--- src/rtl/imem_loader.sv ---
// imem_loader: streams instruction words into instruction memory from address 0,
// verifies a trailing checksum beat and holds the CPU in reset until the image is good.
module imem_loader #(
    parameter int ADDR_W = 8,
    parameter int DATA_W = 19,
    parameter int DEPTH  = 256
) (
    input  logic              clk,
    input  logic              reset,
    input  logic              start,
    input  logic              in_valid,
    input  logic [DATA_W-1:0] in_data,
    input  logic              in_last,
    output logic              in_ready,
    output logic              mem_we,
    output logic [ADDR_W-1:0] mem_addr,
    output logic [DATA_W-1:0] mem_wdata,
    output logic              cpu_reset,
    output logic              done,
    output logic              error,
    output logic [ADDR_W:0]   word_count
);
    typedef enum logic [2:0] {IDLE, LOAD, CSUM, DONE, ERR} state_t;
    localparam logic [ADDR_W:0] DEPTH_C = (ADDR_W+1)'(DEPTH);
    state_t            state_q;
    logic [DATA_W-1:0] acc_q, acc_d;
    logic [ADDR_W:0]   cnt_q;
    logic              in_ready_q, mem_we_q, cpu_reset_q, done_q, error_q;
    logic [ADDR_W-1:0] mem_addr_q;
    logic [DATA_W-1:0] mem_wdata_q;
    logic              accept, full;
    assign accept = in_valid && in_ready_q;
    assign full   = cnt_q == DEPTH_C;
    assign acc_d  = acc_q + in_data;
    always_ff @(posedge clk) begin
        if (reset) begin
            state_q     <= IDLE;
            acc_q       <= '0;
            cnt_q       <= '0;
            in_ready_q  <= 1'b0;
            mem_we_q    <= 1'b0;
            mem_addr_q  <= '0;
            mem_wdata_q <= '0;
            cpu_reset_q <= 1'b1;
            done_q      <= 1'b0;
            error_q     <= 1'b0;
        end else begin
            mem_we_q <= 1'b0;
            case (state_q)
                LOAD: begin
                    if (accept && full) begin
                        state_q    <= ERR;
                        error_q    <= 1'b1;
                        in_ready_q <= 1'b0;
                    end else if (accept) begin
                        mem_we_q    <= 1'b1;
                        mem_addr_q  <= cnt_q[ADDR_W-1:0];
                        mem_wdata_q <= in_data;
                        acc_q       <= acc_d;
                        cnt_q       <= cnt_q + 1'b1;
                        if (in_last) begin
                            state_q    <= CSUM;
                            in_ready_q <= 1'b0;
                        end
                    end
                end
                CSUM: begin
                    // ready drops for the entry cycle, then the checksum beat is taken
                    if (!in_ready_q) begin
                        in_ready_q <= 1'b1;
                    end else if (in_valid) begin
                        in_ready_q  <= 1'b0;
                        state_q     <= (in_data == acc_q) ? DONE : ERR;
                        done_q      <= in_data == acc_q;
                        error_q     <= in_data != acc_q;
                        cpu_reset_q <= in_data != acc_q;
                    end
                end
                default: begin
                    if (start) begin
                        state_q     <= LOAD;
                        acc_q       <= '0;
                        cnt_q       <= '0;
                        in_ready_q  <= 1'b1;
                        cpu_reset_q <= 1'b1;
                        done_q      <= 1'b0;
                        error_q     <= 1'b0;
                    end
                end
            endcase
        end
    end
    assign in_ready   = in_ready_q;
    assign mem_we     = mem_we_q;
    assign mem_addr   = mem_addr_q;
    assign mem_wdata  = mem_wdata_q;
    assign cpu_reset  = cpu_reset_q;
    assign done       = done_q;
    assign error      = error_q;
    assign word_count = cnt_q;
endmodule

--- config.mk ---
export PLATFORM = sky130hd
export DESIGN_NAME = imem_loader
export DESIGN_NICKNAME = d
export VERILOG_FILES = /design/src/rtl/imem_loader.sv
export SDC_FILE = /design/constraint.sdc
export NUM_CORES = 1
export LEC_CHECK = 0
export CORE_MARGIN = 4
export CORE_UTILIZATION = 50
export DETAILED_ROUTE_END_ITERATION = 7
export HOLD_SLACK_MARGIN = 0.03
export PLACE_DENSITY = 0.77
export SYNTH_ARGS = -nofsm -noshare
export SYNTH_HDL_FRONTEND = slang
export SYNTH_SLANG_ARGS = --single-unit
--- constraint.sdc ---
create_clock -name clk -period 2.9 [get_ports clk]
set_input_delay 0.58 -clock clk [delete_from_list [all_inputs] [get_ports clk]]
set_output_delay 0.58 -clock clk [all_outputs]
set_load 0.02 [all_outputs]
======== Yosys cells after proc, flatten, opt, wreduce, memory -nomap -nowiden ========
Index checks and enable logic that the tools add are counted.
word-level totals
  bits in registers ....................... 63
  bits of input ports ..................... 24
  output and inout bits ................... 41
  word-level logic and storage cells ...... 72
operators by class
  add/subtract/negate cells ............... 2
  equal/unequal tests ..................... 12
  multiplexer cells ....................... 33
  bitwise logic cells ..................... 3
  reductions and logical operators ........ 12
operator list
  kind                   count
  $mux W19               3
  $pmux W19 S2           1
  $mux W9                3
  $mux W3                7
  $add A19 B19 Y19       1
  $eq A19 B19 Y1         1
  $ne A19 B19 Y1         1
  $pmux W9 S2            1
  $mux W1                13
  $reduce_and A4 Y1      3
  $ne A2 B2 Y1 const B   5
  $add A9 B1 Y9 const B  1
  $eq A9 B9 Y1 const B   1
  $pmux W1 S2            4
  $ne A3 B3 Y1 const B   2
  $pmux W3 S2            1
  $reduce_and A3 Y1      2
  $reduce_and A5 Y1      1
  $reduce_bool A2 Y1     2
  $eq A3 B1 Y1 const B   1
  $eq A3 B2 Y1 const B   1
  $not A1 Y1             3
  $reduce_bool A3 Y1     1
  $reduce_or A3 Y1       1
  $logic_and A1 B1 Y1    2

======== Logic depth before layout (Yosys ltp) ========
  depth in word-level cells ............... 5
  gate-level depth with buffers ........... 9
  gate-level depth less buffers ........... 8

======== Worst setup path before layout ========
No wires, ideal clock.
  path kind ............................... in2reg
  start point ............................. in in_data[0]
  end point ............................... reg acc_q[12]
  library setup time ...................... 0.123 ns
  arrival time ............................ 2.345 ns
  data required time ...................... 2.777 ns
  path slack .............................. 0.432 ns
  stages on the path ...................... 8
  path buffers ............................ 0
  cells stage by stage .................... ha_1 -> fa_1 -> a21o_1 -> a311oi_1 -> o21ai_0 -> a211oi_1 -> xor2_1 -> o21ai_0
between the ends
  word-level cells in the longest chain between the ends .. 4
ends and longest elaborated chain
  item                  RTL line  source
  from (decl)           12        input logic [DATA_W-1:0] in_data,
  $add A19 B19 Y19      34        assign acc_d = acc_q + in_data;
  $mux W19              55        end else if (accept) begin
  $mux W19              51        if (accept && full) begin
  $pmux W19 S2          49        case (state_q)
  to (signal assigned)  38        acc_q <= '0;
  to (signal assigned)  59        acc_q <= acc_d;
  to (signal assigned)  82        acc_q <= '0;
  to (decl)             26        logic [DATA_W-1:0] acc_q, acc_d;
Every way passes these cells. The select of a mux whose other input is x is not followed.
A chain may end at the register's enable or synchronous reset.

======== Worst setup path in the final report ========
  start point ............................. in in_data[4]
  end point ............................... reg acc_q[17]
The elaborated chain is that of the path after synthesis.

==> flow_metrics.py <==
metrics = {
    "grt": {
        "use_met3": 0.0593,
        "grt_max_degree": 44,
        "antenna_found_initial": 0,
        "overflow": 0,
        "grt_pass1_vias": 3364,
        "use_met1": 0.298,
        "grt_util_met2": 0.383,
        "grt_use_total": 0.235,
        "busiest_layer": "met2",
        "grt_pass1_wl_mm": 16.1,
    },
    "clocking": {
        "postCtsSetupBuffers": 0,
        "clock_sinks": 63,
        "clk_path_buf_depth": 2,
        "clk_pin_slew_ns": 0.07,
        "root_buffer": "clkbuf_8",
        "cts_tree": "done",
        "postCtsHoldBufs": 0,
        "cts_buffers": 9,
        "htreeDepth": 3,
        "clk_latency_ns": 0.34,
    },
    "routing": {
        "dr.pass1.iters": 7,
        "drt_wl_total_mm": 9.21,
        "viasPerCell": 5.76,
        "routed-via-count": 3413,
        "wl_per_cell_um": 15.5,
        "drc_errors": 0,
        "drtIter0Drc": 219,
        "ant_nets": 0,
    },
    "synth": {
        "avgSynthCellArea_sq_um": 7.94,
        "async_flop_share": 0,
        "synthMostInstantiatedCell": "nand2_1",
        "ys_seq_area_frac": 0.373,
        "mappedNetlistArea_sq_um": 3380,
        "yosys.area.top_type_share": 0.373,
        "synth_compound_area_frac": 0.225,
        "synth_ff_type": "dfxtp_1",
        "synth_edf_count": 0,
        "synth_top_family_by_area": "simple AND/OR/NAND/NOR gates",
        "yosys.area.top_type": "dfxtp_1",
        "synthXorXnorAreaFrac": 0.0466,
        "synthAdderAreaFrac": 0.0799,
        "synth_cell_types": 54,
        "synth.net_count": 471,
        "synth_cells": 426,
        "synthTopCellsByCount": "nand2_1, dfxtp_1, a21oi_1",
        "synthSimpleGateAreaFrac": 0.226,
        "yosys-top-cells-area": "dfxtp_1, nand2_1, a21oi_1",
        "synthMuxAreaShare": 0.00296,
        "ys_warn_count": 0,
        "synth_seq_cells": 63,
    },
    "floorplan": {
        "ios": 65,
        "core_sq_um": 6460,
        "die_y_um": 90.2,
        "die_x_um": 90.2,
        "die-area_sq_um": 8140,
        "rows": 29,
        "start_util": 0.523,
    },
    "finish": {
        "drive_above_1_share": 0.116,
        "diodes": 0,
        "area_growth_syn_to_layout_pct": 32.6,
        "nets": 556,
    },
    "pwr": {
        "vdd_drop_max_v": 0.000341,
        "power.leakage_nw": 1.74,
        "powerDensity_nw_per_um2": 526,
        "design_power_total_w": 0.00236,
    },
    "sta": {
        "final-setup-viol-count": 0,
        "finalHoldViolations": 0,
        "fin_crit_sh": 0.936,
        "period_minus_slack_ns": 2.71,
        "layout_setup_ws_ns": 0.186,
        "slew_violations": 0,
        "slew_headroom": 0.443,
        "worst_pin_slew_ns": 0.832,
        "worst_clock_skew_ns": 0.0100,
        "fmax_mhz": 368,
    },
    "worst_setup_path": {
        "cp-end-kind": "flop",
        "start_kind": "input pin",
        "worst_ep_arrival_time_ns": 2.94,
        "cp_max_fo": 5,
        "cp.required_ns": 3.13,
        "criticalPathCategory": "in2reg",
        "reg2reg_slack_ns": 0.33,
    },
    "place": {
        "dp.final_hpwl_mm": 6.67,
        "place_ws_ns": -0.282,
        "io_buffers": 64,
        "place_congestion": 0.909,
    },
    "job": {
        "cap_viol_max_count": 0,
    },
    "worst_hold_path": {
        "hold_class": "reg2reg",
    },
    "outcome": {
        "status": "complete, no violations",
    },
}
[stage by stage]
stage	util	instance area, sq um	cells	hold WS [ns]	setup TNS [ns]
floorplan	-	3380	426	0.429	0
finish	0.694	4480	593	0.452	0
CTS	0.691	4470	593	0.456	0
global placement	0.661	4270	577	0.441	-0.871
global route	0.694	4480	593	0.469	-0.00692
detailed placement	0.661	4270	577	0.446	-1.33
[final timing paths]
| kind | startpoint | end | cells past startpoint |
|---|---|---|---|
| worst max-delay path | in_data[4] | acc_q[17] | 8 |
| worst min-delay path | mem_wdata[7] | mem_wdata[7] | 2 |
| worst max register to register | word_count[0] | acc_q[16] | 8 |
| worst min register to register | mem_wdata[7] | mem_wdata[7] | 2 |
[logic make-up (layout without fill, tap and decap cells)]
| kind of cell | after synthesis | count (layout) |
|---|---|---|
| AOI/OAI and AO/OA | 121 | 121 |
| DFF | 63 | 63 |
| adders and majority gates | 21 | 21 |
| buffers and inverters | 36 | 126 |
| muxes | 1 | 1 |
| xor gates and xnor gates | 18 | 18 |
| and+or+nand+nor | 166 | 166 |
[cell type report]
type                       instances  area [sq um]
multi-input combinational        327          1980
fill                             542          1980
sequential                        63          1260
timing repair buffer              99           903
clock buffer                       9           124
tap                               77          96.3
clock inverter                     7          73.8
inverter                          11          41.3
[routing by layer]
| metal | part of all wire | vias up |
|---|---|---|
| met4 | 0.017 | 0 |
| li1 | - | 1678 |
| met2 | 0.46 | 119 |
| met1 | 0.45 | 1600 |
| met5 | 0 | - |
| met3 | 0.071 | 16 |
[state kept, by name, indices dropped and copies added, names as in the netlist]
name        flops
error           1
mem_addr        8
in_ready        1
word_count      9
state_q         3
acc_q          19
cpu_reset       1
mem_we          1
done            1
mem_wdata      19
[report_power, final]
| group | switching (W) | internal [W] | total [W] | leakage, nW |
|---|---|---|---|---|
| Combinational | 0.000363 | 0.000264 | 0.000627 | 1.13 |
| Sequential | 0.0000499 | 0.000916 | 0.000965 | 0.509 |
| Clock | 0.000367 | 0.000398 | 0.000765 | 0.0992 |
[what timing repair did]
action | 4_1_cts | 5_1_grt
endpoints found under the setup margin | 0 | 4
hold endpoints to repair | 0 | 0
resized for setup | 0 | 4
[worst max-delay path: stages]
cell and delay [ns]:
clkdlybuf4s50_1 0.44, ha_1 0.37, a21o_1 0.21, a31oi_1 0.27, a211o_1 0.32, a211oi_1 0.12
or3_1 0.35, a32o_1 0.27
[placed cells by master, fill, tap and decap left out, types with 2 or more instances in the layout]
master,n
or4b_1,2
nand2b_1,2
clkinv_4,3
xnor2_1,12
nor3_1,7
clkbuf_8,9
a22oi_1,6
a31oi_1,3
clkdlybuf4s50_1,64
dfxtp_1,63
nand2_1,80
ha_1,20
a21oi_1,49
and3_1,2
and2_1,3
nor2_1,29
inv_1,11
a21o_1,8
nand3_1,12
nor2b_1,5
o21ai_0,24
clkinv_2,2
a32o_1,4
nand4b_1,2
a211oi_1,7
nor4_1,3
or3_1,5
nand4_1,6
or4_1,2
buf_4,35
o211ai_1,3
xor2_1,6
Power figures use the tool's default switching activity.
==> patch 1, RTL diff (same settings) <==
Put one more register stage on the output `word_count`. The value now appears one clock later. The other outputs are not delayed to match.
--- a/src/rtl/imem_loader.sv
+++ b/src/rtl/imem_loader.sv
@@ -99,3 +99,5 @@
     assign error      = error_q;
-    assign word_count = cnt_q;
+    always_ff @(posedge clk) begin
+        word_count <= cnt_q;
+    end
 endmodule
Formal check against the unedited RTL: not equivalent (a bounded check fails within 4 cycles, from zero or initial values and one cycle with reset high).
==> patch 1 against the original RTL <==
Count of clock-buffer cells in the layout stayed put; synthesized cell count increased by 3.1%; sequential cell count is 9 higher; worst setup slack improved by 0.083 ns; maximum frequency increased by 3.2%; clock power about the same; area after synthesis grew 7.2%; critical path depth up 2; cell area rose by 3.2%; die area increased by 6.5%; power increased by 5.7%; first-iteration DRC count fell by 43%; routed wire length hardly changed; critical endpoint is now acc_q[14].
==> patch 1: results (changes against the original RTL) <==
metric,value,unit,change
DR vias,3369,,-1.3%
synth top area cells,"dfxtp_1 (40%), nand2_1 (8.7%), ha_1 (6.9%)",,
syn nets,484,,+2.8%
Avg WL per Cell,15.07,µm,-3.0%
RR Endpoint,acc_q[17],,
largest net degree at the start of global routing,35,,-20%
Min-Delay Path Depth,0,,-2
Max Root-Sink Buffers,2,,unchanged
skew final,0.008897,ns,-0.001131 ns
GR Util All Layers,22.03,%,-1.5 points
routability-driven placement congestion ratio,0.8974,,-1.3%
share of layout cells above drive strength 1,9.109,%,-2.5 points
drt initial violations,125,,-43%
Pleak,1.808,nW,+4.2%
Place WS,-0.07045,ns,+0.2114 ns
Commonest cells post-synth,"nand2_1 (84), dfxtp_1 (72), a21oi_1 (45)",,
register area share after synthesis,39.78,%,+2.5 points
Final Cycle Share,90.72,%,-2.9 points
global-route wire length before repair,15.25,mm,-5.1%
Critical Path AT,2.88,ns,-0.06 ns
critical path launch point,in_data[0],,
Clock transition at path regs,0.09,ns,+0.02 ns
final wirelength,9.220,mm,about the same
TritonRoute pass-1 iters,4,,-3
vias in the first global route,3227,,-4.1%
CP endpoint,acc_q[14],,
H-tree depth,3,,unchanged
Critical R2R Launch,cnt_q[0],,
outcome,"finished, final reports clean",,
hold path startpoint,cnt_q[8],,
Rel. slew slack,43.21,%,-1.1 points
Detail Placement HPWL,6.881,mm,+3.2%
Synth Instances,439,,+3.1%
Hold WS,0.4018,ns,-0.04975 ns
# placed instances,596,,+3.3%
Unique masters post-synth,56,,+3.7%
Hold EP,word_count[8],,
Setup Buffers After CTS,0,,unchanged
"Clk Latency, worst-skew pair",0.36,ns,+0.02 ns
Peak VDD IR,0.2728,mV,-20%
Net Sw Power,0.0008560,W,+9.7%
## patch 1: changes by cell type after synthesis, moves of 6 or more
cell and change:
a21o_1 +6, buf_2 +6, dfxtp_1 +9, nor2_1 +11, o21ai_0 -10
## patch 1: logic make-up (layout without fill, tap and decap cells)
logic type	after synthesis	in the layout	share of synthesized area (%)
buffers and inverters	32	109	3.695
xor gates and xnor gates	19	19	4.593
and+or+nand+nor	173	173	22.13
DFF	72	72	39.78
adders and majority gates	21	21	7.459
muxes	3	3	0.8288
AOI/OAI and AO/OA	119	119	21.51
## patch 1: layer usage
metal / vias up / global-route usage (%) / routed length [µm]
met5: - / 0 / 0
met4: 0 / 8.425 / 148
met3: 11 / 4.425 / 371
met2: 69 / 36.77 / 4533
met1: 1596 / 27.98 / 4166
li1: 1693 / - / -
## patch 1: final cells by class
class                   count  area, µm²
multi-input cells         335       2048
well taps                  96      120.1
clock buffers               9      123.9
inverters                   7      26.28
fillers                   614       2280
clock inverters             7      61.31
repair buffers             86      805.8
flip-flops and latches     72       1441
## patch 1: through the flow
stage / area (µm²) / total power, W
floorplan: 3623 / 0.001534
global placement: 4442 / 0.001742
detailed placement: 4442 / 0.001746
CTS: 4627 / 0.002513
global route: 4627 / 0.002622
finish: 4627 / 0.002491
## patch 1: power by group through the flow
stage | combinational [W] | sequential [W] | clock [W]
after floorplan | 0.000393 | 0.00114 | 0
after global placement | 0.000619 | 0.00112 | 0
after detailed placement | 0.000623 | 0.00112 | 0
after CTS | 0.000628 | 0.00110 | 0.000786
after global routing | 0.000686 | 0.00111 | 0.000827
final | 0.000626 | 0.00110 | 0.000764
==> patch 2, RTL diff (same flow settings) <==
Made on the original files. `ADDR_W`: 8 -> 10.
--- a/src/rtl/imem_loader.sv
+++ b/src/rtl/imem_loader.sv
@@ -3,3 +3,3 @@
 module imem_loader #(
-    parameter int ADDR_W = 8,
+    parameter int ADDR_W = 10,
     parameter int DATA_W = 19,
Interface: changed (resized mem_addr and word_count); port bits go from 65 to 69. The function was not compared with the original's and may differ.
==> patch 2 against the original RTL <==
Die area increased by 0.91%; clock power shrank 6.7%; sequential cell count is 4 higher; cell area down 0.89%; area after synthesis rose by 1.0%; worst setup slack worse by 0.082 ns; power grew 4.5%; via count is 4.3% lower; sequential power is 7% higher; worst hold slack improved by 0.0021 ns; cell count shrank 1.9%; largest power group unchanged; routed wire length is 7.9% lower; sequential share of layout area up 2.1 points; register-to-register slack better by 0.16 ns.
==> patch 2: results (changes against the original RTL) <==
metric,value,unit,change
global-route wire length before repair,14.42,mm,-10%
placed cell area,4262,µm²,-0.15%
Hold EP,mem_addr[4],,
Adder-Cell Fraction of Synth Area,7.915,%,-0.079 points
Worst R2R Path Depth,9,,+1
synth top area cells,"dfxtp_1 (39%), a21oi_1 (9.4%), nand2_1 (9.1%)",,
mux contribution to synthesized area,0.2931,%,-0.0029 points
Rel. slew slack,54.74,%,+10 points
critical path launch point,in_data[0],,
Commonest cells post-synth,"nand2_1 (83), dfxtp_1 (67), a21oi_1 (64)",,
Place WS,-0.2413,ns,+0.04058 ns
GR Util All Layers,21.05,%,-2.5 points
register area share after synthesis,39.28,%,+2.0 points
final wirelength,8.489,mm,-7.9%
Worst path max stage delay,0.46,ns,+0.02 ns
Peak VDD IR,0.3789,mV,+11%
port bufs,68,,+6.3%
reg2reg setup slack,0.49,ns,+0.16 ns
Pleak,1.644,nW,-5.3%
max frequency,357.7,MHz,-2.9%
vias in the first global route,3012,,-10%
Synth Instances,420,,-1.4%
Detail Placement HPWL,6.266,mm,-6.1%
outcome,"finished, final reports clean",,
TritonRoute pass-1 iters,4,,-3
largest net degree at the start of global routing,29,,-34%
CP max FO,2,,-3
Switching Fraction,34.03,%,+0.92 points
Reg power frac,41.9,%,+1.0 points
post-DR vias/cell,5.610,,-2.5%
Critical R2R Launch,acc_q[0],,
drt initial violations,132,,-40%
routability-driven placement congestion ratio,0.8809,,-3.1%
Unique masters post-synth,50,,-7.4%
"delay-heaviest family, CP",simple AND/OR/NAND/NOR gates,,
Critical Path AT,3.06,ns,+0.12 ns
skew final,0.007710,ns,-0.002317 ns
syn nets,465,,-1.3%
critical path's slowest cell,or4_1,,
Total Power,0.002464,W,+4.5%
# placed instances,566,,-1.9%
-- patch 2: cell types whose count changed after synthesis, moves of 6 or more --
cell,before,now
a21oi_1,50,64
a22o_1,0,7
clkbuf_1,15,9
inv_1,11,4
o21ai_0,25,10
-- patch 2: layer usage --
metal | wire [µm] | track usage, % | up-vias
met5 | 0 | 0 | -
met4 | 92 | 6.378 | 0
met3 | 451 | 5.167 | 8
met2 | 4105 | 35.08 | 80
met1 | 3839 | 26.76 | 1527
li1 | - | - | 1650
-- patch 2: final cells by class --
cell class,instances,area [µm²],share of cell area [%]
clock buffers,12,155.1,3.493
clock inverters,4,25.02,0.5634
inverters,4,15.01,0.3380
multi-input cells,331,1978,44.54
flip-flops and latches,67,1341,30.20
well taps,77,96.34,2.169
repair buffers,87,830.8,18.70
-- patch 2: through the flow --
stage,hold slack (ns),util [%]
floorplan,0.4356,-
global placement,0.4422,65.61
detailed placement,0.4456,65.61
CTS,0.4557,68.39
global route,0.4759,68.39
finish,0.4536,68.39
